## src/rtl/kbd_pkg.sv

```systemverilog
// ============================================================================
// Module      : kbd_pkg
// Description : Shared types and scancode constants for the keyboard event
//               controller (event struct, FSM states, set-2 prefix/key codes).
//               Optional feature macro: KBD_REPEAT_FILTER_EN (used by the top).
// Revision    : 1.0 - initial release
// ============================================================================
`default_nettype none

package kbd_pkg;

    // One decoded key event as stored in the event FIFO
    typedef struct packed {
        logic       ext;
        logic       brk;
        logic [7:0] code;
    } kbd_evt_t;

    // Byte-sequencing FSM states
    typedef enum logic [1:0] {
        ST_IDLE   = 2'd0,
        ST_DECODE = 2'd1,
        ST_GAP    = 2'd2
    } kbd_state_e;

    // Scancode set 2 prefixes
    localparam logic [7:0] C_SC_E0     = 8'hE0;
    localparam logic [7:0] C_SC_F0     = 8'hF0;
    localparam logic [7:0] C_SC_E1     = 8'hE1;

    // Modifier key codes
    localparam logic [7:0] C_SC_LSHIFT = 8'h12;
    localparam logic [7:0] C_SC_RSHIFT = 8'h59;
    localparam logic [7:0] C_SC_CTRL   = 8'h14;
    localparam logic [7:0] C_SC_ALT    = 8'h11;
    localparam logic [7:0] C_SC_CAPS   = 8'h58;

    // Bytes following E1 that belong to the Pause sequence
    localparam logic [2:0] C_E1_SKIP_LEN = 3'd7;

endpackage

`default_nettype wire

```

## src/rtl/kbd_evt_fifo.sv

```systemverilog
// ============================================================================
// Module      : kbd_evt_fifo
// Description : First-word-fall-through FIFO of kbd_evt_t. Head reads as zero
//               while empty. A pop while full frees a slot for a same-cycle
//               push; a pop while empty is ignored.
// Revision    : 1.0 - initial release
// ============================================================================
`default_nettype none

module kbd_evt_fifo
    import kbd_pkg::*;
#(
    parameter int DEPTH = 8
) (
    input  logic                     clk,
    input  logic                     clrn,
    input  logic                     i_push,
    input  kbd_evt_t                 i_evt,
    input  logic                     i_pop,
    output logic                     o_full,
    output logic                     o_empty,
    output kbd_evt_t                 o_head,
    output logic [$clog2(DEPTH):0]   o_count
);

    localparam int AW = $clog2(DEPTH);

    kbd_evt_t          r_mem [DEPTH];
    logic [AW-1:0]     r_wr_ptr;
    logic [AW-1:0]     r_rd_ptr;
    logic [AW:0]       r_count;
    logic              w_do_pop;
    logic              w_do_push;

    assign o_empty   = (r_count == '0);
    assign o_full    = (r_count == (AW+1)'(DEPTH));
    assign w_do_pop  = i_pop && !o_empty;
    assign w_do_push = i_push && (!o_full || w_do_pop);
    assign o_head    = o_empty ? '0 : r_mem[r_rd_ptr];
    assign o_count   = r_count;

    // Storage write; no reset needed since the head is masked while empty
    always_ff @(posedge clk) begin
        if (w_do_push) begin
            r_mem[r_wr_ptr] <= i_evt;
        end
    end

    // Pointer and occupancy bookkeeping
    always_ff @(posedge clk or negedge clrn) begin
        if (!clrn) begin
            r_wr_ptr <= '0;
            r_rd_ptr <= '0;
            r_count  <= '0;
        end else begin
            if (w_do_push) r_wr_ptr <= r_wr_ptr + 1'b1;
            if (w_do_pop)  r_rd_ptr <= r_rd_ptr + 1'b1;
            case ({w_do_push, w_do_pop})
                2'b10:   r_count <= r_count + 1'b1;
                2'b01:   r_count <= r_count - 1'b1;
                default: r_count <= r_count;
            endcase
        end
    end

endmodule

`default_nettype wire

```

## src/rtl/kbd_event_ctrl.sv

```systemverilog
// ============================================================================
// Module      : kbd_event_ctrl
// Description : Pops bytes from the PS/2 receiver (IDLE/DECODE/GAP handshake),
//               decodes set-2 scancodes with E0/F0/E1 prefixes into key
//               events, tracks modifiers and buffers events in a FWFT FIFO.
//               Optional macro KBD_REPEAT_FILTER_EN suppresses typematic
//               repeats of the most recent make.
// Revision    : 1.0 - initial release
// ============================================================================
`default_nettype none

module kbd_event_ctrl
    import kbd_pkg::*;
#(
    parameter int FIFO_DEPTH = 8
) (
    input  logic                          clk,
    input  logic                          clrn,
    input  logic                          ps2_ready,
    input  logic [7:0]                    ps2_data,
    input  logic                          ps2_overflow,
    output logic                          ps2_nextdata_n,
    input  logic                          rd_en,
    output logic                          evt_valid,
    output logic [7:0]                    evt_code,
    output logic                          evt_ext,
    output logic                          evt_break,
    output logic [3:0]                    mods,
    input  logic                          ovf_clr,
    output logic                          evt_ovf,
    output logic                          ps2_ovf,
    output logic [$clog2(FIFO_DEPTH):0]   count
);

    kbd_state_e  r_state, w_state_nxt;
    logic        w_decode;
    logic [7:0]  r_byte;
    logic        r_ext, r_brk;
    logic [2:0]  r_skip;
    logic        r_lshift, r_rshift, r_ctrl, r_alt, r_caps_held, r_caps_lock;
    logic        r_evt_ovf, r_ps2_ovf;
    kbd_evt_t    w_evt, w_head;
    logic        w_formed, w_filtered, w_push, w_full, w_empty;

    // State register
    always_ff @(posedge clk or negedge clrn) begin
        if (!clrn) r_state <= ST_IDLE;
        else       r_state <= w_state_nxt;
    end

    // Next state and pop strobe; the strobe is low only during DECODE
    always_comb begin
        w_state_nxt    = r_state;
        ps2_nextdata_n = 1'b1;
        w_decode       = 1'b0;
        case (r_state)
            ST_IDLE:   if (ps2_ready) w_state_nxt = ST_DECODE;
            ST_DECODE: begin
                ps2_nextdata_n = 1'b0;
                w_decode       = 1'b1;
                w_state_nxt    = ST_GAP;
            end
            ST_GAP:    w_state_nxt = ST_IDLE;
            default:   w_state_nxt = ST_IDLE;
        endcase
    end

    // Capture the receiver head byte when leaving IDLE
    always_ff @(posedge clk or negedge clrn) begin
        if (!clrn)                               r_byte <= '0;
        else if (r_state == ST_IDLE && ps2_ready) r_byte <= ps2_data;
    end

    assign w_evt    = '{ext: r_ext, brk: r_brk, code: r_byte};
    assign w_formed = w_decode && (r_skip == '0) && (r_byte != C_SC_E1) &&
                      (r_byte != C_SC_E0) && (r_byte != C_SC_F0);
    assign w_push   = w_formed && !w_filtered;

`ifdef KBD_REPEAT_FILTER_EN
    logic        r_last_valid;
    logic [8:0]  r_last_make;
    logic        w_last_hit;

    assign w_last_hit = r_last_valid && (r_last_make == {r_ext, r_byte});
    assign w_filtered = !r_brk && w_last_hit;

    // Remember the latest pushed make; a matching break forgets it
    always_ff @(posedge clk or negedge clrn) begin
        if (!clrn) begin
            r_last_valid <= 1'b0;
            r_last_make  <= '0;
        end else if (w_push && !r_brk) begin
            r_last_valid <= 1'b1;
            r_last_make  <= {r_ext, r_byte};
        end else if (w_formed && r_brk && w_last_hit) begin
            r_last_valid <= 1'b0;
        end
    end
`else
    assign w_filtered = 1'b0;
`endif

    // Prefix flags and Pause-sequence skip counter
    always_ff @(posedge clk or negedge clrn) begin
        if (!clrn) begin
            r_ext  <= 1'b0;
            r_brk  <= 1'b0;
            r_skip <= '0;
        end else if (w_decode) begin
            if (r_skip != '0)            r_skip <= r_skip - 1'b1;
            else if (r_byte == C_SC_E1)  r_skip <= C_E1_SKIP_LEN;
            else if (r_byte == C_SC_E0)  r_ext  <= 1'b1;
            else if (r_byte == C_SC_F0)  r_brk  <= 1'b1;
            else begin
                r_ext <= 1'b0;
                r_brk <= 1'b0;
            end
        end
    end

    // Modifier tracking on every formed event, filtered or not
    always_ff @(posedge clk or negedge clrn) begin
        if (!clrn) begin
            r_lshift    <= 1'b0;
            r_rshift    <= 1'b0;
            r_ctrl      <= 1'b0;
            r_alt       <= 1'b0;
            r_caps_held <= 1'b0;
            r_caps_lock <= 1'b0;
        end else if (w_formed) begin
            if (!r_ext && r_byte == C_SC_LSHIFT) r_lshift <= !r_brk;
            if (!r_ext && r_byte == C_SC_RSHIFT) r_rshift <= !r_brk;
            if (r_byte == C_SC_CTRL)             r_ctrl   <= !r_brk;
            if (r_byte == C_SC_ALT)              r_alt    <= !r_brk;
            if (!r_ext && r_byte == C_SC_CAPS) begin
                if (r_brk) begin
                    r_caps_held <= 1'b0;
                end else begin
                    r_caps_held <= 1'b1;
                    if (!r_caps_held) r_caps_lock <= !r_caps_lock;
                end
            end
        end
    end

    // Sticky overflow flags; a same-cycle set beats the clear
    always_ff @(posedge clk or negedge clrn) begin
        if (!clrn) begin
            r_evt_ovf <= 1'b0;
            r_ps2_ovf <= 1'b0;
        end else begin
            if (w_push && w_full && !rd_en) r_evt_ovf <= 1'b1;
            else if (ovf_clr)               r_evt_ovf <= 1'b0;
            if (ps2_overflow)               r_ps2_ovf <= 1'b1;
            else if (ovf_clr)               r_ps2_ovf <= 1'b0;
        end
    end

    kbd_evt_fifo #(
        .DEPTH (FIFO_DEPTH)
    ) u_fifo (
        .clk     (clk),
        .clrn    (clrn),
        .i_push  (w_push),
        .i_evt   (w_evt),
        .i_pop   (rd_en),
        .o_full  (w_full),
        .o_empty (w_empty),
        .o_head  (w_head),
        .o_count (count)
    );

    assign evt_valid = !w_empty;
    assign evt_code  = w_head.code;
    assign evt_ext   = w_head.ext;
    assign evt_break = w_head.brk;
    assign mods      = {r_caps_lock, r_alt, r_ctrl, r_lshift | r_rshift};
    assign evt_ovf   = r_evt_ovf;
    assign ps2_ovf   = r_ps2_ovf;

endmodule

`default_nettype wire

```

## config.mk

```make
export PLATFORM = sky130hd
export DESIGN_NAME = kbd_event_ctrl
export DESIGN_NICKNAME = d
export VERILOG_FILES = /design/src/rtl/kbd_pkg.sv /design/src/rtl/kbd_evt_fifo.sv /design/src/rtl/kbd_event_ctrl.sv
export SDC_FILE = /design/constraint.sdc
export NUM_CORES = 1
export LEC_CHECK = 0
export ABC_AREA = 1
export CORE_UTILIZATION = 55
export DETAILED_ROUTE_END_ITERATION = 10
export GPL_TIMING_DRIVEN = 0
export PLACE_DENSITY = 0.85
export SLEW_MARGIN = 20
export SYNTH_ARGS = -nofsm -noshare
export SYNTH_HDL_FRONTEND = slang
export SYNTH_SLANG_ARGS = --single-unit
```

## constraint.sdc

```tcl
create_clock -name clk -period 2.6 [get_ports clk]
set_clock_uncertainty 0.1 [all_clocks]
set_input_delay 0.52 -clock clk [delete_from_list [all_inputs] [get_ports clk]]
set_output_delay 0.52 -clock clk [all_outputs]
set_load 0.02 [all_outputs]
```

* Word level (Yosys, flattened, before mapping)
Memories as Yosys holds them, arrays and structs flattened. Cells that the tools add are included.
Operators by class: add/sub/neg operators 5, equal/unequal tests 17, muxes and demuxes 17, bitwise logic cells 6, reduce and logical (&&, ||, !) cells 36
Operators by type and width (count):
- $eq A8 B5 Y1 const B | 3
- $eq A8 B8 Y1 const B | 3
- $ne A8 B8 Y1 const B | 3
- $eq A8 B7 Y1 const B | 2
- $logic_and A1 B1 Y1 | 12
- $reduce_and A2 Y1 | 6
- $reduce_and A4 Y1 | 3
- $mux W1 | 11
- $mux W10 | 1
- $pmux W4 S2 | 1
- $reduce_bool A2 Y1 | 4
- $add A3 B1 Y3 const B | 2
- $logic_not A1 Y1 | 6
- $mux W3 | 2
- $not A1 Y1 | 5
- $add A4 B1 Y4 const B | 1
- $eq A2 B1 Y1 const B | 2
- $eq A4 B4 Y1 const B | 1
- $logic_not A4 Y1 | 1
- $ne A2 B2 Y1 const B | 2
- $pmux W2 S2 | 1
- $sub A4 B1 Y4 const B | 1
- $logic_not A3 Y1 | 1
- $reduce_bool A3 Y1 | 1
- 6 further kinds | 6
Storage, ports and cells: register bits 33, RAM bits 80, input bits 14, output and inout bits 22, logic and storage cells 98, memories kept 1
Memories:
- u_fifo.r_mem | depth 8, width 10, rd ports 1, clocked after Yosys merged registers in 0, wr ports 1, line kbd_evt_fifo.sv:28 | kbd_evt_t r_mem [DEPTH];

* Logic depth before layout (Yosys ltp)
Gate-level depths: netlist (run 1).
word-level depth 9, gate-level depth with buffers 15, depth with buffers taken out 15

* By module
Synthesis (run 1) repeated with hierarchy kept, for this count alone.
Second synthesis, totals: cell total of the unflattened synthesis 479, area, all modules 5047.3 µm²
By module, submodules not included:
- kbd_evt_fifo | instances 1, cells an instance 326, area each 3773.6 µm², seq. area each 2652.5 µm²
- kbd_event_ctrl | instances 1, cells an instance 153, area each 1273.7 µm², seq. area each 575.6 µm²

* Least setup slack after synthesis (run 1)
No wires, ideal clock.
kind register to register, from register r_skip[0], to memory u_fifo.r_mem[1][0] in the netlist's numbering (enable), library setup time 0.376 ns, arrival time 1.735 ns, required time 2.124 ns, slack 0.388 ns, stages on the path, launching flop included 11, buffers on the path 0, period minus slack after synthesis 2.212 ns, cell sequence dfrtp_1 inv_1 ha_1 nand2_1 nor2_2 nand4_4 inv_4 nand2_4 inv_2 nand2_1 nor2_1
Between the ends: word-level cells in the longest chain between the ends 8
Ends and longest elaborated chain:
- from (decl) | line kbd_event_ctrl.sv:39 | logic [2:0] r_skip;
- from (signal assigned) | line kbd_event_ctrl.sv:110 | if (r_skip != '0) r_skip <= r_skip - 1'b1;
- $logic_not A3 Y1 | line kbd_event_ctrl.sv:75 | assign w_formed = w_decode && (r_skip == '0) && (r_byte != C_SC_E1) &&
- $logic_and A1 B1 Y1 (3 in a row) | line kbd_event_ctrl.sv:75
- $logic_and A1 B1 Y1 | line kbd_event_ctrl.sv:76 | (r_byte != C_SC_E0) && (r_byte != C_SC_F0);
- $logic_and A1 B1 Y1 | line kbd_evt_fifo.sv:38 | assign w_do_push = i_push && (!o_full || w_do_pop);
- $mux W1 | line kbd_evt_fifo.sv:44 | if (w_do_push) begin
- $mux W1 (implied by the code) | line kbd_evt_fifo.sv:45 | r_mem[r_wr_ptr] <= i_evt;
- to (decl) | line kbd_evt_fifo.sv:28
No other way between the ends.

* Final worst setup path (run 1)
from register r_byte[4], to memory u_fifo.r_mem[5][1] in the netlist's numbering (enable)
Between the ends: word-level cells in the longest chain between the ends 7, elaborated cells on any way between the ends 9, classes of those cells 3 x eq/ne; 2 x mux; 4 x reduce/logical
Ends and longest elaborated chain:
- from (decl) | line kbd_event_ctrl.sv:37 | logic [7:0] r_byte;
- from (signal assigned) | line kbd_event_ctrl.sv:71 | else if (r_state == ST_IDLE && ps2_ready) r_byte <= ps2_data;
- $ne A8 B8 Y1 | line kbd_event_ctrl.sv:75
- $logic_and A1 B1 Y1 (2 in a row) | line kbd_event_ctrl.sv:75
- $logic_and A1 B1 Y1 * | line kbd_event_ctrl.sv:76
- $logic_and A1 B1 Y1 * | line kbd_evt_fifo.sv:38
- $mux W1 * | line kbd_evt_fifo.sv:44
- $mux W1 (implied by the code) * | line kbd_evt_fifo.sv:45
Every way passes the cells marked *; elsewhere a longest branch is shown, timed or not.

==> flow_metrics.env, run 1 <==
export IMPL_grt_setup_unrepaired="yes"
export IMPL_achievable_frequency_mhz=375
export IMPL_vias_per_cell=5.87
export IMPL_timing_critical_path_mode_cell="nand2_1"
export IMPL_setup_ws_ns=-0.0688
export IMPL_buffer_and_inverter_count_on_the_worst_path=3
export IMPL_vdd_ir_drop_worst_v=0.000662
export IMPL_timing_final_setup_violations=34
export IMPL_worst_r2r_cell_count=10
export IMPL_antenna_violating_nets_post_route=0
export IMPL_number_of_input_and_output_port_buffers_inserted=35
export IMPL_first_global_vias=3468
export IMPL_rows=33
export IMPL_netlist_area_leader_share_pct=49.9
export IMPL_timing_rr_start="r_byte[4]"
export IMPL_tightestPinTransition_ns=0.655
export IMPL_weighted_congestion_reported_at_the_end_of_routability_driven_placement=0.869
export IMPL_endpoint_kind="register"
export IMPL_netlist_top_cells_area="edfxtp_1 (50%), dfrtp_1 (17%), o21ai_0 (6.2%)"
export IMPL_syn_mean_instance_area_um2=10.9
export IMPL_cts_path_max_buffers=2
export IMPL_cts_root_buf="clkbuf_8"
export IMPL_synthCells=440
export IMPL_die_area_um2=9130
export IMPL_synth_largest_area_cell="edfxtp_1"
export IMPL_mappedNetlistArea_um2=4810
export IMPL_setup_total_negative_slack_ns=-1.95
export IMPL_yosysSeqAreaShare_pct=67.1
export IMPL_design_final_nets=520
export IMPL_placeableCoreArea_um2=8340
export IMPL_first_pass_iters=5
export IMPL_timing_final_hold_violations=0
export IMPL_crit_path_top_delay_cell="dfrtp_1"
export IMPL_mean_routed_wirelength_per_cell_um=19.3
export IMPL_post_route_period_util_pct=103
export IMPL_tritoncts="yes"
export IMPL_antenna_diode_count=0
export IMPL_sequential_cell_area_um2=3230
export IMPL_multi_input_area_um2=1500
export IMPL_fin_util_pct=72.7
export IMPL_final_common_cell="edfxtp_1"
export IMPL_placement_setup_worst_slack_ns=-0.294
export IMPL_clock_latency_ns=0.52
export IMPL_boundaryPins=36
export IMPL_synth_net_count=459
export IMPL_clk_pin_slew_ns=0.06
export IMPL_max_slew_margin_pct=56.3
export IMPL_synth_lib_cells_used_distinct=32
export IMPL_worstPathArrival_ns=2.72
export IMPL_die_height_um=95.5
export IMPL_cap_viol_max_count=0
export IMPL_floorplan_initialDensity_pct=57.7
export IMPL_global_route_wire_length_before_repair_um=17000
export IMPL_n_fill_cell=540
export IMPL_max_stage_delay_ns=0.59
export IMPL_drt_total_wl_um=11900
export IMPL_detail_route_iter0_violations=321
export IMPL_number_of_antenna_violations_at_the_first_check_in_global_routing=0
export IMPL_power_density_nw_per_um2=1190
export IMPL_crit_family="simple AND/OR/NAND/NOR gates"
export IMPL_critical_path_maximum_fanout=10
export IMPL_critPathRequiredTime_ns=2.65
export IMPL_grtUsageTotal_pct=26.3
export IMPL_most_used_cells_in_the_layout_excluding_fill_and_tap_cells="edfxtp_1 (80), nand2_1 (63), nor2_1 (61)"
export IMPL_route_vias_total=3626
export IMPL_r2r_end="u_fifo.r_mem[5][1]"
export IMPL_clock_sinks=113
export IMPL_critPathLaunchType="register"
export IMPL_globalRoute_totalOverflow=0
export IMPL_die_x_um=95.5
export IMPL_synth_warnings=0
export IMPL_drive_gt1_share_pct=21.1
export IMPL_area_growth_syn_to_layout_pct=26.1
export IMPL_worst_hold_slack_ns=0.345
export IMPL_yosys_register_bits=113
export IMPL_cts_htree_levels=4
export IMPL_static_leakage_uw=0.00237
export IMPL_timing_worst_setup_path_type="register to register"
export IMPL_grt_start_max_net_pins=21
export IMPL_place_hpwl_um=6880
export IMPL_outcome="finished with violations"
export IMPL_critical_path_cell_chain="inv_1, nand2_1, nor2_4, nand2_2, nand4_4, inv_4, nand2_4, inv_2, nand2_1, nor2_2"
export IMPL_slew_viol_final=0
export IMPL_cts_inserted_buffers=17
export IMPL_layout_min_cycle_time_ns=2.67
export IMPL_drt_drc_violations_left=0
export IMPL_reg2reg_slack_ns=-0.07
export IMPL_failing_checks="negative setup slack"
export IMPL_min_path_type="input pin to asynchronous set/reset pin"
-- sequential cells by signal, summed over array words and instances, names as in the netlist --
| register | flops |
|---|---|
| r_skip | 3 |
| r_state | 2 |
| u_fifo.o_count | 4 |
| r_ctrl | 1 |
| u_fifo.r_mem | 80 |
| r_caps_held | 1 |
| r_caps_lock | 1 |
| ps2_ovf | 1 |
| r_brk | 1 |
| r_lshift | 1 |
| r_byte | 8 |
| r_ext | 1 |
| r_rshift | 1 |
| evt_ovf | 1 |
| u_fifo.r_wr_ptr | 3 |
| u_fifo.r_rd_ptr | 3 |
| r_alt | 1 |
-- worst max-delay path by stage --
stage                       startpoint                  to  slack, ns  cells after the start
floorplan                    r_skip[0]  u_fifo.r_mem[1][0]       0.39                     10
global placement    u_fifo.r_rd_ptr[0]         evt_code[0]      -0.26                      7
CTS                          r_byte[4]  u_fifo.r_mem[7][1]     -0.002                     10
global route                 r_byte[4]  u_fifo.r_mem[5][4]      -0.19                     10
finish                       r_byte[4]  u_fifo.r_mem[5][1]      -0.07                     10
detailed placement  u_fifo.r_rd_ptr[0]         evt_code[0]      -0.29                      7
-- cell usage after synthesis (all sizes together) --
master  count
a21oi       2
a31oi      11
buf         3
clkbuf     16
dfrtp      33
edfxtp     80
ha          5
inv        35
nand2      71
nand3       8
nand3b      1
nand4       3
nor2       79
nor3        3
nor4        3
o21a        2
o21ai      66
o21bai      1
o22ai      11
or2         3
xor2        4
-- logic make-up (layout without fill, tap and decap cells) --
logic type,after synthesis,after routing,synth area share (%)
and+or+nand+nor,171,171,16.0
DFF,113,113,67.1
AOI/OAI and AO/OA,93,93,10.4
buffers and inverters,54,127,4.50
adders and majority gates,5,5,1.30
xor gates and xnor gates,4,4,0.728
-- stage by stage --
stage / cells / area, um^2 / power, uW
2_1_floorplan: 440 / 4810 / 3840
3_3_place_gp: 580 / 5290 / 4640
3_5_place_dp: 581 / 5320 / 4760
4_1_cts: 613 / 5870 / 6720
5_1_grt: 618 / 6070 / 7490
6_report: 618 / 6070 / 7200
-- per-layer routing --
layer,vias to the layer above,global-route usage [%],share of wire (%)
li1,1643,-,-
met1,1761,32.7,36
met2,201,44.0,53
met3,21,6.38,8.9
met4,0,10.9,1.9
met5,-,0,0
-- final cells by class --
cell class,count,share of cell area (%)
Multi-Input combinational cell,273,24.6
Clock buffer,22,7.14
Buffer,19,2.52
Timing Repair Buffer,42,6.85
Sequential cell,113,53.3
Inverter,35,2.29
Tap cell,105,2.17
Clock inverter,9,1.11
-- timing repair --
action | 4_1_cts | 5_1_grt
endpoints found under the setup margin | 71 | 70
buffers inserted | 0 | 3
hold buffers | 1 | 0
endpoints found under the hold margin | 13 | 0
resized for setup | 87 | 81
pin swaps | 2 | 11
gates cloned | 0 | 2
-- power by group --
part,total [uW],switching [uW],internal [uW],leakage (uW)
Clock,1980,744,1240,0.000243
Combinational,2640,1610,1030,0.00100
Sequential,2580,347,2230,0.00113
Note: power is estimated with default switching activity, not from simulation.
==> run 2: changes to the inputs <==
==> constraint.sdc (replaced) <==
create_clock -name clk -period 2.6 [get_ports clk]
set_clock_uncertainty 0.1 [all_clocks]
set_input_delay 0.52 -clock clk [delete_from_list [all_inputs] [get_ports clk]]
set_output_delay 0.52 -clock clk [all_outputs]
set_load 0.05 [all_outputs]
==> flow_metrics.env, run 2 (synthesis gave the netlist of run 1 again) <==
export IMPL_outcome="finished with violations"
export IMPL_failing_checks="negative setup slack"
export IMPL_achievable_frequency_mhz=373
export IMPL_die_x_um=95.5
export IMPL_reg2reg_slack_ns=-0.08
export IMPL_clock_latency_ns=0.52
export IMPL_antenna_violating_nets_post_route=0
export IMPL_cap_viol_max_count=0
export IMPL_drt_drc_violations_left=0
export IMPL_rows=33
export IMPL_boundaryPins=36
export IMPL_antenna_diode_count=0
export IMPL_drive_gt1_share_pct=28.0
export IMPL_timing_hold_worst_endpoint="r_skip[0]"
export IMPL_globalRoute_totalOverflow=0
export IMPL_max_slew_margin_pct=47.1
export IMPL_timing_final_setup_violations=35
export IMPL_power_density_nw_per_um2=1340
export IMPL_global_route_wire_length_before_repair_um=18400
export IMPL_critPathLaunchType="register"
export IMPL_post_route_period_util_pct=103
export IMPL_clk_pin_slew_ns=0.06
export IMPL_first_global_vias=3672
export IMPL_route_vias_total=3788
export IMPL_grt_start_max_net_pins=34
export IMPL_detail_route_iter0_violations=368
export IMPL_worstPathArrival_ns=2.73
export IMPL_critical_path_maximum_fanout=10
export IMPL_slew_viol_final=0
export IMPL_min_path_type="register to register"
export IMPL_first_pass_iters=5
export IMPL_number_of_input_and_output_port_buffers_inserted=35
export IMPL_placeableCoreArea_um2=8340
export IMPL_cts_path_max_buffers=2
export IMPL_cts_root_buf="clkbuf_8"
export IMPL_mean_routed_wirelength_per_cell_um=21.2
export IMPL_floorplan_initialDensity_pct=57.7
export IMPL_die_height_um=95.5
export IMPL_placement_setup_worst_slack_ns=-0.545
export IMPL_static_leakage_uw=0.00248
export IMPL_timing_final_hold_violations=0
export IMPL_place_hpwl_um=7220
export IMPL_most_used_cells_in_the_layout_excluding_fill_and_tap_cells="edfxtp_1 (80), nand2_1 (63), nor2_1 (58)"
export IMPL_total_power_after_layout_uw=8560
export IMPL_tightestPinTransition_ns=0.794
export IMPL_whs_path_depth=1
export IMPL_tritoncts="yes"
export IMPL_cts_htree_levels=4
export IMPL_number_of_antenna_violations_at_the_first_check_in_global_routing=0
export IMPL_endpoint_kind="register"
export IMPL_design_final_nets=524
export IMPL_fin_util_pct=76.8
export IMPL_drt_total_wl_um=13200
export IMPL_worst_r2r_cell_count=10
export IMPL_critPathRequiredTime_ns=2.65
export IMPL_largest_register_by_flop_count="u_fifo.r_mem"
export IMPL_die_area_um2=9130
export IMPL_grt_setup_unrepaired="yes"
export IMPL_grtUsageTotal_pct=28.7
export IMPL_area_growth_syn_to_layout_pct=33.2
export IMPL_timing_rr_start="r_byte[4]"
export IMPL_vias_per_cell=6.08
export IMPL_layout_min_cycle_time_ns=2.68
export IMPL_vdd_ir_drop_worst_v=0.000720
export IMPL_final_common_cell="edfxtp_1"
export IMPL_r2r_end="u_fifo.r_mem[1][0]"
export IMPL_largest_register_ffs=80
export IMPL_timing_worst_setup_path_type="register to register"
export IMPL_clock_sinks=113
export IMPL_timing_hold_worst_start="r_skip[0]"
export IMPL_setup_ws_ns=-0.0813
export IMPL_cts_inserted_buffers=17
export IMPL_weighted_congestion_reported_at_the_end_of_routability_driven_placement=0.871
run 2: stage by stage:
stage	instances	setup TNS [ns]	hold WS, ns	instance area, um^2
floorplan	440	0	0.124	4870
global placement	580	-5.35	0.366	5350
detailed placement	580	-8.28	0.378	5350
CTS	618	-6.10	0.388	6150
global route	623	-6.95	0.416	6410
finish	623	-1.79	0.386	6410
run 2: power by group:
part           switching [uW]  leakage, uW  internal [uW]
registers                 342      0.00113           2220
clock network             838     0.000271           1450
logic                    2350      0.00108           1360
run 2: final cells by class:
| type | count | area (um^2) |
|---|---|---|
| Fill cell | 483 | 1930 |
| Timing Repair Buffer | 46 | 468 |
| Multi-Input combinational cell | 273 | 1670 |
| Clock inverter | 14 | 164 |
| Clock buffer | 18 | 418 |
| Tap cell | 105 | 131 |
| Sequential cell | 113 | 3230 |
| Inverter | 35 | 139 |
| Buffer | 19 | 191 |
run 2: timing repair:
item                                   in CTS  in global routing
setup endpoints to repair                  51                 90
endpoints found under the hold margin      33                  0
buffers inserted                            3                  4
pin swaps                                   7                 24
hold buffers                                1                  0
resized for setup                         136                 82
cloned                                      2                  1
run 2: layer usage:
metal	global-route usage, %	wire, um
met5	0	0
met1	31.6	4780
met2	49.8	6690
met3	7.89	1100
met4	16.7	642
run 2: critical path: stages (launching register included):
cell and delay [ns]:
dfrtp_1 0.63, inv_1 0.16, nand2_1 0.13, nor2_4 0.06
nand2_2 0.09, nand4_4 0.15, inv_4 0.13, nand2_4 0.06
inv_2 0.07, nand2_1 0.18, nor2_2 0.53
run 2: how the worst max path moves through the flow:
stage	startpoint	to	cells after the start	slack, ns
after floorplan	u_fifo.o_count[2]	evt_break	5	0.03
after global placement	u_fifo.r_rd_ptr[0]	evt_code[3]	7	-0.47
after detailed placement	u_fifo.r_rd_ptr[0]	evt_code[7]	7	-0.55
after CTS	r_byte[1]	u_fifo.r_mem[7][0]	10	-0.19
after global routing	r_byte[4]	u_fifo.r_mem[1][5]	10	-0.22
final	r_byte[4]	u_fifo.r_mem[1][0]	10	-0.08
